**src/rtl/period_measure_ctrl.sv**
```systemverilog
// Period measurement sequencer: prescaled tick generation, synchronised edge
// detection, averaging of 2^AVG_LOG2 periods, saturating timeout, valid/ack result.
module period_measure_ctrl #(
  parameter int PRESCALE  = 50,
  parameter int MAX_COUNT = 10000,
  parameter int AVG_LOG2  = 2
) (
  input  logic        iClk,
  input  logic        iRst,
  input  logic        iStart,
  input  logic        iAck,
  input  logic        iSignal,
  output logic        oCE,
  output logic        oBusy,
  output logic        oValid,
  output logic [13:0] oPeriod,
  output logic        oTimeout
);

  localparam int PW   = $clog2(PRESCALE);
  localparam int AW   = 14 + AVG_LOG2;
  localparam int IW   = AVG_LOG2 + 1;
  localparam int NPER = 1 << AVG_LOG2;

  localparam logic [PW-1:0] PRESC_LAST = PW'(PRESCALE - 1);
  localparam logic [13:0]   MAX_LAST   = 14'(MAX_COUNT - 1);
  localparam logic [13:0]   MAX_VAL    = 14'(MAX_COUNT);
  localparam logic [IW-1:0] IDX_LAST   = IW'(NPER - 1);

  typedef enum logic [1:0] {IDLE, ARM, MEASURE, DONE} stateT;

  stateT         state;
  logic          sync1, sync2, prevSig;
  logic          rise;
  logic [PW-1:0] prescCnt;
  logic          ce;
  logic          startAccept;
  logic [13:0]   tickCnt;
  logic [AW-1:0] acc;
  logic [AW-1:0] sampleVal;
  logic [AW-1:0] accNext;
  logic [IW-1:0] idx;
  logic          busyReg, validReg, timeoutReg;
  logic [13:0]   periodReg;

  assign rise        = sync2 & ~prevSig;
  assign ce          = ((state == ARM) || (state == MEASURE)) && (prescCnt == PRESC_LAST);
  assign startAccept = iStart && ((state == IDLE) || ((state == DONE) && iAck));

  // A rise coinciding with a tick counts that tick as part of the closing period.
  assign sampleVal = {{AVG_LOG2{1'b0}}, tickCnt} + {{(AW-1){1'b0}}, ce};
  assign accNext   = acc + sampleVal;

  // Two-flop synchroniser plus history register; runs in every state so a
  // level that is already high when a measurement starts is never seen as a rise.
  always_ff @(posedge iClk or posedge iRst) begin
    if (iRst) begin
      sync1   <= 1'b0;
      sync2   <= 1'b0;
      prevSig <= 1'b0;
    end else begin
      sync1   <= iSignal;
      sync2   <= sync1;
      prevSig <= sync2;
    end
  end

  // Free-running prescaler, phase-aligned to the start of each measurement.
  always_ff @(posedge iClk or posedge iRst) begin
    if (iRst) begin
      prescCnt <= '0;
    end else if (startAccept) begin
      prescCnt <= '0;
    end else if (prescCnt == PRESC_LAST) begin
      prescCnt <= '0;
    end else begin
      prescCnt <= prescCnt + 1'b1;
    end
  end

  // Measurement sequencer; busy/valid/result are registered alongside the state.
  always_ff @(posedge iClk or posedge iRst) begin
    if (iRst) begin
      state      <= IDLE;
      tickCnt    <= '0;
      acc        <= '0;
      idx        <= '0;
      busyReg    <= 1'b0;
      validReg   <= 1'b0;
      timeoutReg <= 1'b0;
      periodReg  <= '0;
    end else begin
      case (state)
        IDLE: begin
          if (iStart) begin
            state      <= ARM;
            busyReg    <= 1'b1;
            tickCnt    <= '0;
            acc        <= '0;
            idx        <= '0;
            timeoutReg <= 1'b0;
          end
        end

        ARM: begin
          if (rise) begin
            state   <= MEASURE;
            tickCnt <= '0;
          end else if (ce) begin
            if (tickCnt == MAX_LAST) begin
              state      <= DONE;
              tickCnt    <= MAX_VAL;
              busyReg    <= 1'b0;
              validReg   <= 1'b1;
              periodReg  <= MAX_VAL;
              timeoutReg <= 1'b1;
            end else begin
              tickCnt <= tickCnt + 1'b1;
            end
          end
        end

        MEASURE: begin
          if (rise) begin
            acc     <= accNext;
            idx     <= idx + 1'b1;
            tickCnt <= '0;
            if (idx == IDX_LAST) begin
              state      <= DONE;
              busyReg    <= 1'b0;
              validReg   <= 1'b1;
              periodReg  <= accNext[AVG_LOG2 +: 14];
              timeoutReg <= 1'b0;
            end
          end else if (ce) begin
            if (tickCnt == MAX_LAST) begin
              state      <= DONE;
              tickCnt    <= MAX_VAL;
              acc        <= '0;
              busyReg    <= 1'b0;
              validReg   <= 1'b1;
              periodReg  <= MAX_VAL;
              timeoutReg <= 1'b1;
            end else begin
              tickCnt <= tickCnt + 1'b1;
            end
          end
        end

        DONE: begin
          if (iAck) begin
            validReg <= 1'b0;
            if (iStart) begin
              state      <= ARM;
              busyReg    <= 1'b1;
              tickCnt    <= '0;
              acc        <= '0;
              idx        <= '0;
              timeoutReg <= 1'b0;
            end else begin
              state <= IDLE;
            end
          end
        end

        default: begin
          state    <= IDLE;
          busyReg  <= 1'b0;
          validReg <= 1'b0;
        end
      endcase
    end
  end

  assign oCE      = ce;
  assign oBusy    = busyReg;
  assign oValid   = validReg;
  assign oPeriod  = periodReg;
  assign oTimeout = timeoutReg;

endmodule

```
**config.mk**
```make
export PLATFORM = sky130hd
export DESIGN_NAME = period_measure_ctrl
export DESIGN_NICKNAME = d
export VERILOG_FILES = /design/src/rtl/period_measure_ctrl.sv
export SDC_FILE = /design/constraint.sdc
export NUM_CORES = 1
export LEC_CHECK = 0
export BUFFER_PORTS_ARGS = -buffer_cell sky130_fd_sc_hd__buf_4
export CORE_MARGIN = 2
export CORE_UTILIZATION = 40
export CTS_BUF_LIST = sky130_fd_sc_hd__clkbuf_16
export DETAILED_ROUTE_END_ITERATION = 10
export GPL_TIMING_DRIVEN = 0
export PLACE_DENSITY_LB_ADDON = 0.2
export SYNTH_ARGS = -nofsm -noshare
export SYNTH_HDL_FRONTEND = slang
export SYNTH_SLANG_ARGS = --single-unit
```
**constraint.sdc**
```tcl
create_clock -name iClk -period 3.43 [get_ports iClk]
set_clock_uncertainty 0.2 [all_clocks]
set_input_delay 0.1715 -clock iClk [delete_from_list [all_inputs] [get_ports iClk]]
set_output_delay 0.1715 -clock iClk [all_outputs]
set_load 0.01 [all_outputs]
```
Yosys cells after proc, flatten, opt, wreduce, memory -nomap -nowiden
Cells that the tools add are included.
{ "classes": {"n_addsub": 5, "eq_ne": 14, "mux": 55, "bitwise": 2, "n_reduce_logical": 17} }
{ "ops": {"columns": ["operator", "n"], "rows": [
  ["14-bit 2-to-1 mux", 10],
  ["16-bit 2-to-1 mux", 5],
  ["16-bit one-hot mux with 3 select lines", 1],
  ["14-bit one-hot mux with 3 select lines", 1],
  ["14-bit one-hot mux with 2 select lines", 1],
  ["1-bit 2-to-1 mux", 20],
  ["16-bit by 15-bit adder with 16-bit output", 1],
  ["14-bit by 1-bit adder with 15-bit output", 1],
  ["14-bit by 1-bit adder with 14-bit output (second input constant)", 1],
  ["14-bit == test (second input constant)", 1],
  ["2-bit 2-to-1 mux", 7],
  ["6-bit 2-to-1 mux", 2],
  ["3-bit AND reduction", 4],
  ["3-bit 2-to-1 mux", 3],
  ["3-bit one-hot mux with 3 select lines", 1],
  ["2-bit != test (second input constant)", 4],
  ["1-bit one-hot mux with 4 select lines", 2],
  ["2-bit one-hot mux with 4 select lines", 1],
  ["4-bit AND reduction", 2],
  ["6-bit by 1-bit adder with 6-bit output (second input constant)", 1],
  ["6-bit == test (second input constant)", 1],
  ["3-bit by 2-bit != test with 1-bit output (second input constant)", 2],
  ["3-bit nonzero test", 2],
  ["2-bit == test (second input constant)", 2],
  ["other kinds (14)", 17]
]} }
{ "totals": {"reg_bits": 61, "inputBits": 5, "output_inout_bits": 18, "word_cells": 105} }

Logic depth before layout (Yosys ltp)
Gate-level depths: netlist of run 1.
{ "logic_depth": {"depth_word": 8, "mapped_depth": 13, "ltp_nobuf": 13} }

Worst setup path after synthesis of run 1
No wires, ideal clock.
{ "synth_timing": {"path_kind": "reg2reg", "start": "register prescCnt[1]", "end": "register periodReg[12], in the netlist oPeriod[12]", "setup_time_ps": 121, "arrival_time_ps": 2867, "required_ps": 3109, "setup_slack_ps": 242, "stages_incl_launch_ff": 14, "path_buffers": 0, "synth_period_minus_slack_ps": 3188, "path_cell_list": "dfrtp_1 inv_1 ha_1 nor4bb_1 and3_1 fa_1 inv_1 fa_1 nor2b_1 o31a_1 o221ai_1 a22oi_1 xnor2_1 a22o_1"} }
{ "synth_between": {"elab_chain_len": 7, "elab_cells_between_ends": 9, "classes_between": "add/sub: 2; eq/ne: 1; mux: 5; reduce/logical: 1"} }
{ "synth_rtl": {"columns": ["item", "line_no", "source"], "rows": [
  ["start: declaration", "35", "logic [PW-1:0] prescCnt;"],
  ["start signal: assignment", "77", "prescCnt <= prescCnt + 1'b1;"],
  ["6-bit == test (*)", "47", "assign ce = ((state == ARM) || (state == MEASURE)) && (prescCnt == PRESC_LAST);"],
  ["1-bit logical AND (*)", "47", null],
  ["via oCE", "13", "output logic oCE,"],
  ["14-bit by 1-bit adder with 15-bit output", "51", "assign sampleVal = {{AVG_LOG2{1'b0}}, tickCnt} + {{(AW-1){1'b0}}, ce};"],
  ["16-bit by 15-bit adder with 16-bit output", "52", "assign accNext = acc + sampleVal;"],
  ["14-bit 2-to-1 mux", "128", "if (idx == IDX_LAST) begin"],
  ["14-bit 2-to-1 mux", "124", "if (rise) begin"],
  ["14-bit one-hot mux with 2 select lines (*)", "93", "case (state)"],
  ["end signal: assignment", "132", "periodReg <= accNext[AVG_LOG2 +: 14];"],
  ["end: declaration", "44", "logic [13:0] periodReg;"]
]} }
Mark *: on every way through the listed nets, which the timed path passes. The rest lies on a longest branch. The select of a mux whose other input is x is not followed.
A chain may end at the register's enable or synchronous reset.

Worst setup path after layout of run 1
{ "layout_timing": {"start": "register state[0]", "end": "register acc[12]"} }
{ "layout_between": {"elab_chain_len": 7, "elab_cells_between_ends": 15, "classes_between": "add/sub: 2; eq/ne: 6; mux: 2; reduce/logical: 5"} }
{ "layout_rtl": {"columns": ["item", "line_no", "source"], "rows": [
  ["start: declaration", "32", "stateT state;"],
  ["start signal: assignment", "84", "state <= IDLE;"],
  ["start signal: assignment", "96", "state <= ARM;"],
  ["start signal: assignment", "107", "state <= MEASURE;"],
  ["2-bit by 1-bit == test with 1-bit output or 2-bit == test (tied branches)", "47, 93", null],
  ["1-bit logical OR", "47", null],
  ["1-bit logical AND", "47", null],
  ["14-bit by 1-bit adder with 15-bit output", "51", null],
  ["16-bit by 15-bit adder with 16-bit output", "52", null],
  ["16-bit 2-to-1 mux", "124", null],
  ["16-bit one-hot mux with 3 select lines", "93", null],
  ["end signal: assignment", "125", "acc <= accNext;"],
  ["end: declaration", "39", "logic [AW-1:0] acc;"]
]} }
Parallel ways exist; a longest one is shown, timed or not.

==> impl_metrics.py, run 1 <==
metrics = {
    "run": {
        "cap_violations": 0,
    },
    "outcome": {
        "outcome": "finished, final reports clean",
    },
    "die": {
        "start_util_pct": 40.7,
        "dieArea_sq_mm": 0.00956,
        "die_x_microns": 97.8,
        "die_y_microns": 97.8,
        "rows": 34,
        "design.core.area_sq_mm": 0.00864,
        "ios": 23,
    },
    "yosys": {
        "synth.most_common_cell": "dfrtp_1",
        "synth.net_count": 391,
        "synth_warnings": 0,
        "synth_top_area_share_pct": 43.4,
        "synth.distinct_cells": 51,
        "synth_ff_type": "dfrtp_1",
        "synth_area_sq_mm": 0.00352,
        "synth_area_leader_cell": "dfrtp_1",
        "yosysSeqAreaShare_pct": 43.4,
        "syn_inst": 360,
        "synth_area_leaders": "dfrtp_1 (43%), ha_1 (8.5%), nor2_1 (3.6%)",
        "ys_top_cells_by_count": "dfrtp_1 (61), nor2_1 (34), nand2_1 (31)",
        "syn_area_per_cell_sq_um": 9.77,
        "synth_edf_count": 0,
        "ys_async_sr_fraction_pct": 100,
        "synth_seq_cells": 61,
    },
    "routing": {
        "drcViolationCount": 0,
        "dr_total_vias": 2870,
        "drtIter0Drc": 140,
        "viasPerCell": 5.61,
        "detail-route-antenna-nets": 0,
        "drtPass1Iterations": 4,
        "drt_wl_total_microns": 8340,
        "wl_per_cell_microns": 16.3,
    },
    "pwr": {
        "vdd_ir_drop_max_uv": 411,
        "p_leak_nw": 1.99,
        "p_total_mw": 2.73,
        "cellPowerDensity_mw_per_mm2": 640,
    },
    "global_routing": {
        "first_global_vias": 2781,
        "grt_max_degree": 33,
        "grt_pass1_wl_microns": 13600,
        "antenna_found_initial": 0,
        "grt_usage_pct": 17.8,
        "grt.overflow.total": 0,
    },
    "timing": {
        "relSlewSlack_pct": 8.91,
        "period_share_pct": 95.9,
        "setup_viol": 0,
        "rsz0062_at_grt": "no",
        "hold_violations": 0,
        "finalMaxSlewViolations": 0,
        "setup-tns-final_ps": 0,
        "hold_ws_ps": 148,
        "tightest_slew_ps": 1360,
        "min_period_ps": 3290,
        "max_freq_mhz": 304,
    },
    "worst_setup_path": {
        "crit_buf_inv": 2,
        "slowest_stage": "fa_1",
        "path_max_fanout": 6,
        "cpLargestDelayFamily": "compound AO/OA/AOI/OAI gates",
        "start_kind": "flip-flop",
        "crit_chain": "inv_2 -> ha_4 -> and3_4 -> fa_1 -> inv_1 -> fa_2 -> nor2b_4 -> o31a_1 -> o221ai_4 -> a31oi_1 -> xor2_1 -> a22o_1",
        "endpoint_kind": "flip-flop",
        "arrival_ps": 3300,
        "crit_required_ps": 3440,
        "criticalPathCategory": "reg -> reg",
        "cp_slowest_stage_delay_ps": 460,
    },
    "cells_and_area": {
        "areaGrowthSynthToFinish_pct": 21.2,
        "layout.area.seq_sq_mm": 0.00153,
        "fin_util_pct": 49.3,
        "multi_input_area_sq_mm": 0.00194,
        "drive_gt1_share_pct": 14.1,
        "n_fill_cell": 812,
        "fin_nets": 431,
        "final_cells": 512,
        "n_antenna_cell": 0,
    },
    "clock_network": {
        "cts_root_buffer": "clkbuf_16",
        "clock_latency_ps": 330,
        "cts_buffers": 9,
        "clkTransAtPathRegs_ps": 50,
        "cts_max_level": 3,
        "clockBufferDepth": 2,
        "clock-sinks": 61,
        "cts_tree": "done",
    },
    "place": {
        "port_buffers": 22,
        "place_congestion": 0.877,
        "post-place-cells": 491,
        "place_hpwl_microns": 6010,
    },
    "min_path": {
        "holdCritPathClass": "reg -> reg",
    },
}
[power breakdown]
group	leakage, nW	internal, mW	total (mW)	switching, mW
sequential	0.827	0.822	0.914	0.0921
combinational	1.01	0.334	0.872	0.538
clock	0.152	0.625	0.943	0.318
[routing by layer]
metal / up-vias / global-route usage [%] / share of wire, %
met2: 41 / 28.8 / 49
met5: - / 0 / 0
li1: 1394 / - / -
met4: 0 / 5.56 / 1.3
met1: 1424 / 23.9 / 47
met3: 11 / 4.08 / 2.7
[final timing paths]
| path | startpoint | slack [ps] | cells past startpoint | to |
|---|---|---|---|---|
| min reg2reg | sync1 | 150 | 0 | sync2 |
| min in group asynchronous | iRst | 310 | 3 | prescCnt[3] |
| min | sync1 | 150 | 0 | sync2 |
| max | state[0] | 140 | 12 | acc[12] |
| max in group asynchronous | iRst | 2110 | 4 | acc[11] |
| max reg2reg | state[0] | 140 | 12 | acc[12] |
[cells by family (layout without fill, tap and decap cells)]
family                   count (synthesis)  after routing  synth area share, %
AO/OA/AOI/OAI                          112            112                 22.1
XOR/XNOR                                24             24                 5.98
adder cells (fa/ha/maj)                 26             26                 9.68
buffers and inverters                   27             71                 3.31
flip-flops                              61             61                 43.4
multiplexers                             2              2                0.605
AND/OR/NAND/NOR                        108            108                 14.9
[worst register-to-register path: stages (launching register included)]
cell and delay (ps):
dfrtp_1 420, inv_2 130, ha_4 240, and3_4 200, fa_1 460, inv_1 90
fa_2 240, nor2b_4 50, o31a_1 360, o221ai_4 260, a31oi_1 140, xor2_1 170
a22o_1 210
[layout by cell type (no fill, tap or decap), types with 2 or more instances in the layout]
| cell type | instances |
|---|---|
| o31ai_2 | 3 |
| nor2b_1 | 4 |
| bufinv_16 | 2 |
| buf_6 | 2 |
| o21ai_1 | 7 |
| and2_1 | 4 |
| o22ai_1 | 3 |
| ha_1 | 23 |
| o21bai_1 | 2 |
| o22a_1 | 6 |
| nand2_1 | 31 |
| a21oi_1 | 25 |
| a31oi_1 | 10 |
| o211ai_1 | 3 |
| a21o_1 | 4 |
| nand4_1 | 9 |
| clkbuf_1 | 5 |
| xnor2_1 | 12 |
| o21a_1 | 5 |
| clkinv_1 | 2 |
| dfrtp_1 | 61 |
| inv_2 | 4 |
| a211oi_1 | 4 |
| nand3_1 | 7 |
| dlygate4sd3_1 | 4 |
| clkbuf_16 | 9 |
| inv_1 | 17 |
| buf_4 | 24 |
| xor2_1 | 12 |
| nor3_1 | 6 |
| o21ai_0 | 12 |
| a22o_1 | 13 |
| o2bb2ai_1 | 4 |
| nand2b_1 | 2 |
| and3_1 | 2 |
| nor2_1 | 34 |
[state kept, by name (all words and copies together) (netlist names)]
register	count
prescCnt	6
oBusy	1
oPeriod	14
oValid	1
sync1	1
tickCnt	14
prevSig	1
state	2
sync2	1
idx	3
acc	16
oTimeout	1
[per-stage QoR]
step,cell area [sq um],setup slack (ps)
2_1_floorplan,3520,242
3_3_place_gp,3820,-140
3_5_place_dp,3840,-166
4_1_cts,4210,7.43
5_1_grt,4260,2.84
6_report,4260,139
[area by class of cell]
class	instances	share of cell area, %
clock buffers	9	5.28
well taps	108	3.17
plain buffers	7	0.969
repair buffers	29	5.64
flip-flops and latches	61	35.8
clock inverters	6	1.88
multi-input cells	272	45.5
inverters	20	1.76
[timing repair]
item / 4_1_cts / 5_1_grt
resized for setup: 4 / 9
hold buffers: 4 / 0
setup endpoints to repair: 6 / 9
pin swaps: 1 / 4
setup buffers: 0 / 2
gates cloned: 0 / 0
hold endpoints to repair: 32 / 0
(Power assumes the default switching activity.)
==> inputs of run 2 (changes only) <==
PLACE_DENSITY_LB_ADDON = unset   (was 0.2)
SKIP_CTS_REPAIR_TIMING = 1   (was unset)
==> impl_metrics.py, run 2 (same netlist as run 1, synthesis figures left out) <==
metrics = {
    "outcome": {
        "violations": "negative hold slack",
        "outcome": "complete, but fails checks",
    },
    "pwr": {
        "p_seq_share_pct": 35.0,
        "vdd_ir_drop_max_uv": 483,
        "p_comb_share_pct": 32.2,
        "p_leak_nw": 1.95,
        "p_int_mw": 1.69,
        "switchingPower_mw": 0.924,
        "cellPowerDensity_mw_per_mm2": 623,
        "p_total_mw": 2.62,
        "netSwitchingFraction_pct": 35.3,
        "clkPwrFrac_pct": 32.8,
    },
    "place": {
        "place_congestion": 0.869,
        "port_buffers": 22,
        "place_ws_ps": -152,
        "place_hpwl_microns": 6020,
    },
    "worst_setup_path": {
        "path_max_fanout": 3,
        "start_kind": "flip-flop",
        "criticalPathCategory": "reg -> reg",
        "arrival_ps": 3300,
        "cp_slowest_stage_delay_ps": 390,
        "crit_chain": "inv_1 -> ha_1 -> nor4bb_4 -> and3_4 -> fa_2 -> inv_1 -> fa_2 -> nor2b_4 -> o31a_1 -> o221ai_2 -> a31oi_1 -> xor2_1 -> a22o_1",
        "slowest_stage": "dfrtp_1",
        "endpoint_kind": "flip-flop",
        "crit_required_ps": 3490,
    },
    "die": {
        "design.core.area_sq_mm": 0.00864,
        "dieArea_sq_mm": 0.00956,
        "rows": 34,
        "die_y_microns": 97.8,
        "start_util_pct": 40.7,
        "ios": 23,
        "die_x_microns": 97.8,
    },
    "routing": {
        "wl_per_cell_microns": 15.6,
        "dr_total_vias": 2824,
        "drtIter0Drc": 157,
        "drt_wl_total_microns": 7980,
        "drcViolationCount": 0,
        "detail-route-antenna-nets": 0,
        "viasPerCell": 5.53,
        "drtPass1Iterations": 4,
    },
    "timing": {
        "max_freq_mhz": 308,
        "period_share_pct": 94.6,
        "min_period_ps": 3240,
        "hold_violations": 1,
        "setup-tns-final_ps": 0,
        "fin_ws_ps": 185,
        "relSlewSlack_pct": 19.6,
        "setup_viol": 0,
        "finalMaxSlewViolations": 0,
        "tightest_slew_ps": 1200,
        "hold_ws_ps": -20.9,
    },
    "global_routing": {
        "first_global_vias": 2857,
        "antenna_found_initial": 0,
        "grt_max_degree": 36,
        "grt.overflow.total": 0,
        "grt_pass1_wl_microns": 13800,
        "grt_usage_pct": 18.1,
    },
    "cells_and_area": {
        "largest_reg_flops": 16,
        "regMostFlops": "acc",
        "n_fill_cell": 838,
        "fin_nets": 429,
        "n_antenna_cell": 0,
        "drive_gt1_share_pct": 14.6,
        "layout_common_cells": "dfrtp_1 (61), nor2_1 (34), nand2_1 (31)",
        "final_common_cell": "dfrtp_1",
        "areaGrowthSynthToFinish_pct": 19.4,
    },
    "clock_network": {
        "cts_max_level": 3,
        "clockBufferDepth": 2,
        "clock_latency_ps": 320,
        "cts_tree": "done",
        "clock-sinks": 61,
        "cts_root_buffer": "clkbuf_16",
        "clkTransAtPathRegs_ps": 50,
        "cts_buffers": 9,
    },
    "min_path": {
        "holdCritPathClass": "in -> reg",
    },
    "run": {
        "cap_violations": 0,
    },
}
-- run 2: final timing paths --
check | slack [ps] | startpoint | end | cells past startpoint
max | 190 | prescCnt[1] | acc[12] | 13
min | -20 | iAck | oBusy | 3
max reg2reg | 190 | prescCnt[1] | acc[12] | 13
min reg2reg | 150 | sync1 | sync2 | 0
max in group asynchronous | 2070 | iRst | acc[14] | 4
min in group asynchronous | 360 | iRst | tickCnt[3] | 3
-- run 2: area by class of cell --
class	count	area [sq um]	share of cell area [%]
clock buffer	9	225	5.36
inverter	20	75.1	1.79
buffer	7	41.3	0.983
timing repair buffer	27	220	5.24
tap	108	135	3.22
clock inverter	7	56.3	1.34
sequential	61	1530	36.4
multi-input combinational	272	1920	45.7
-- run 2: power groups by stage --
stage / Combinational (mW) / Clock (mW) / Sequential, mW
2_1_floorplan: 0.554 / 0 / 0.926
5_1_grt: 0.944 / 0.911 / 0.932
4_1_cts: 0.832 / 0.876 / 0.909
3_5_place_dp: 0.829 / 0 / 0.919
3_3_place_gp: 0.815 / 0 / 0.916
6_report: 0.841 / 0.858 / 0.916
-- run 2: routing by layer --
| metal | part of all wire (%) | GRT usage (%) | vias up |
|---|---|---|---|
| li1 | - | - | 1385 |
| met1 | 48 | 24.2 | 1376 |
| met2 | 47 | 28.8 | 46 |
| met3 | 2.9 | 4.01 | 17 |
| met4 | 1.8 | 6.73 | 0 |
| met5 | 0 | 0 | - |
-- run 2: stage by stage --
stage | std cells | area [sq um] | util [%]
global route | 511 | 4200 | 48.6
detailed placement | 491 | 3840 | 44.4
floorplan | 360 | 3520 | -
CTS | 507 | 4120 | 47.7
global placement | 490 | 3820 | 44.2
finish | 511 | 4200 | 48.6
-- run 2: critical path: cells and delay by family, from the launching register on --
kind | cells | cell delay [ps]
AO/OA/AOI/OAI | 4 | 780
AND/OR/NAND/NOR | 3 | 710
buffers and inverters | 2 | 120
XOR/XNOR | 1 | 260
flip-flops | 1 | 390
adder cells (fa/ha/maj) | 3 | 730
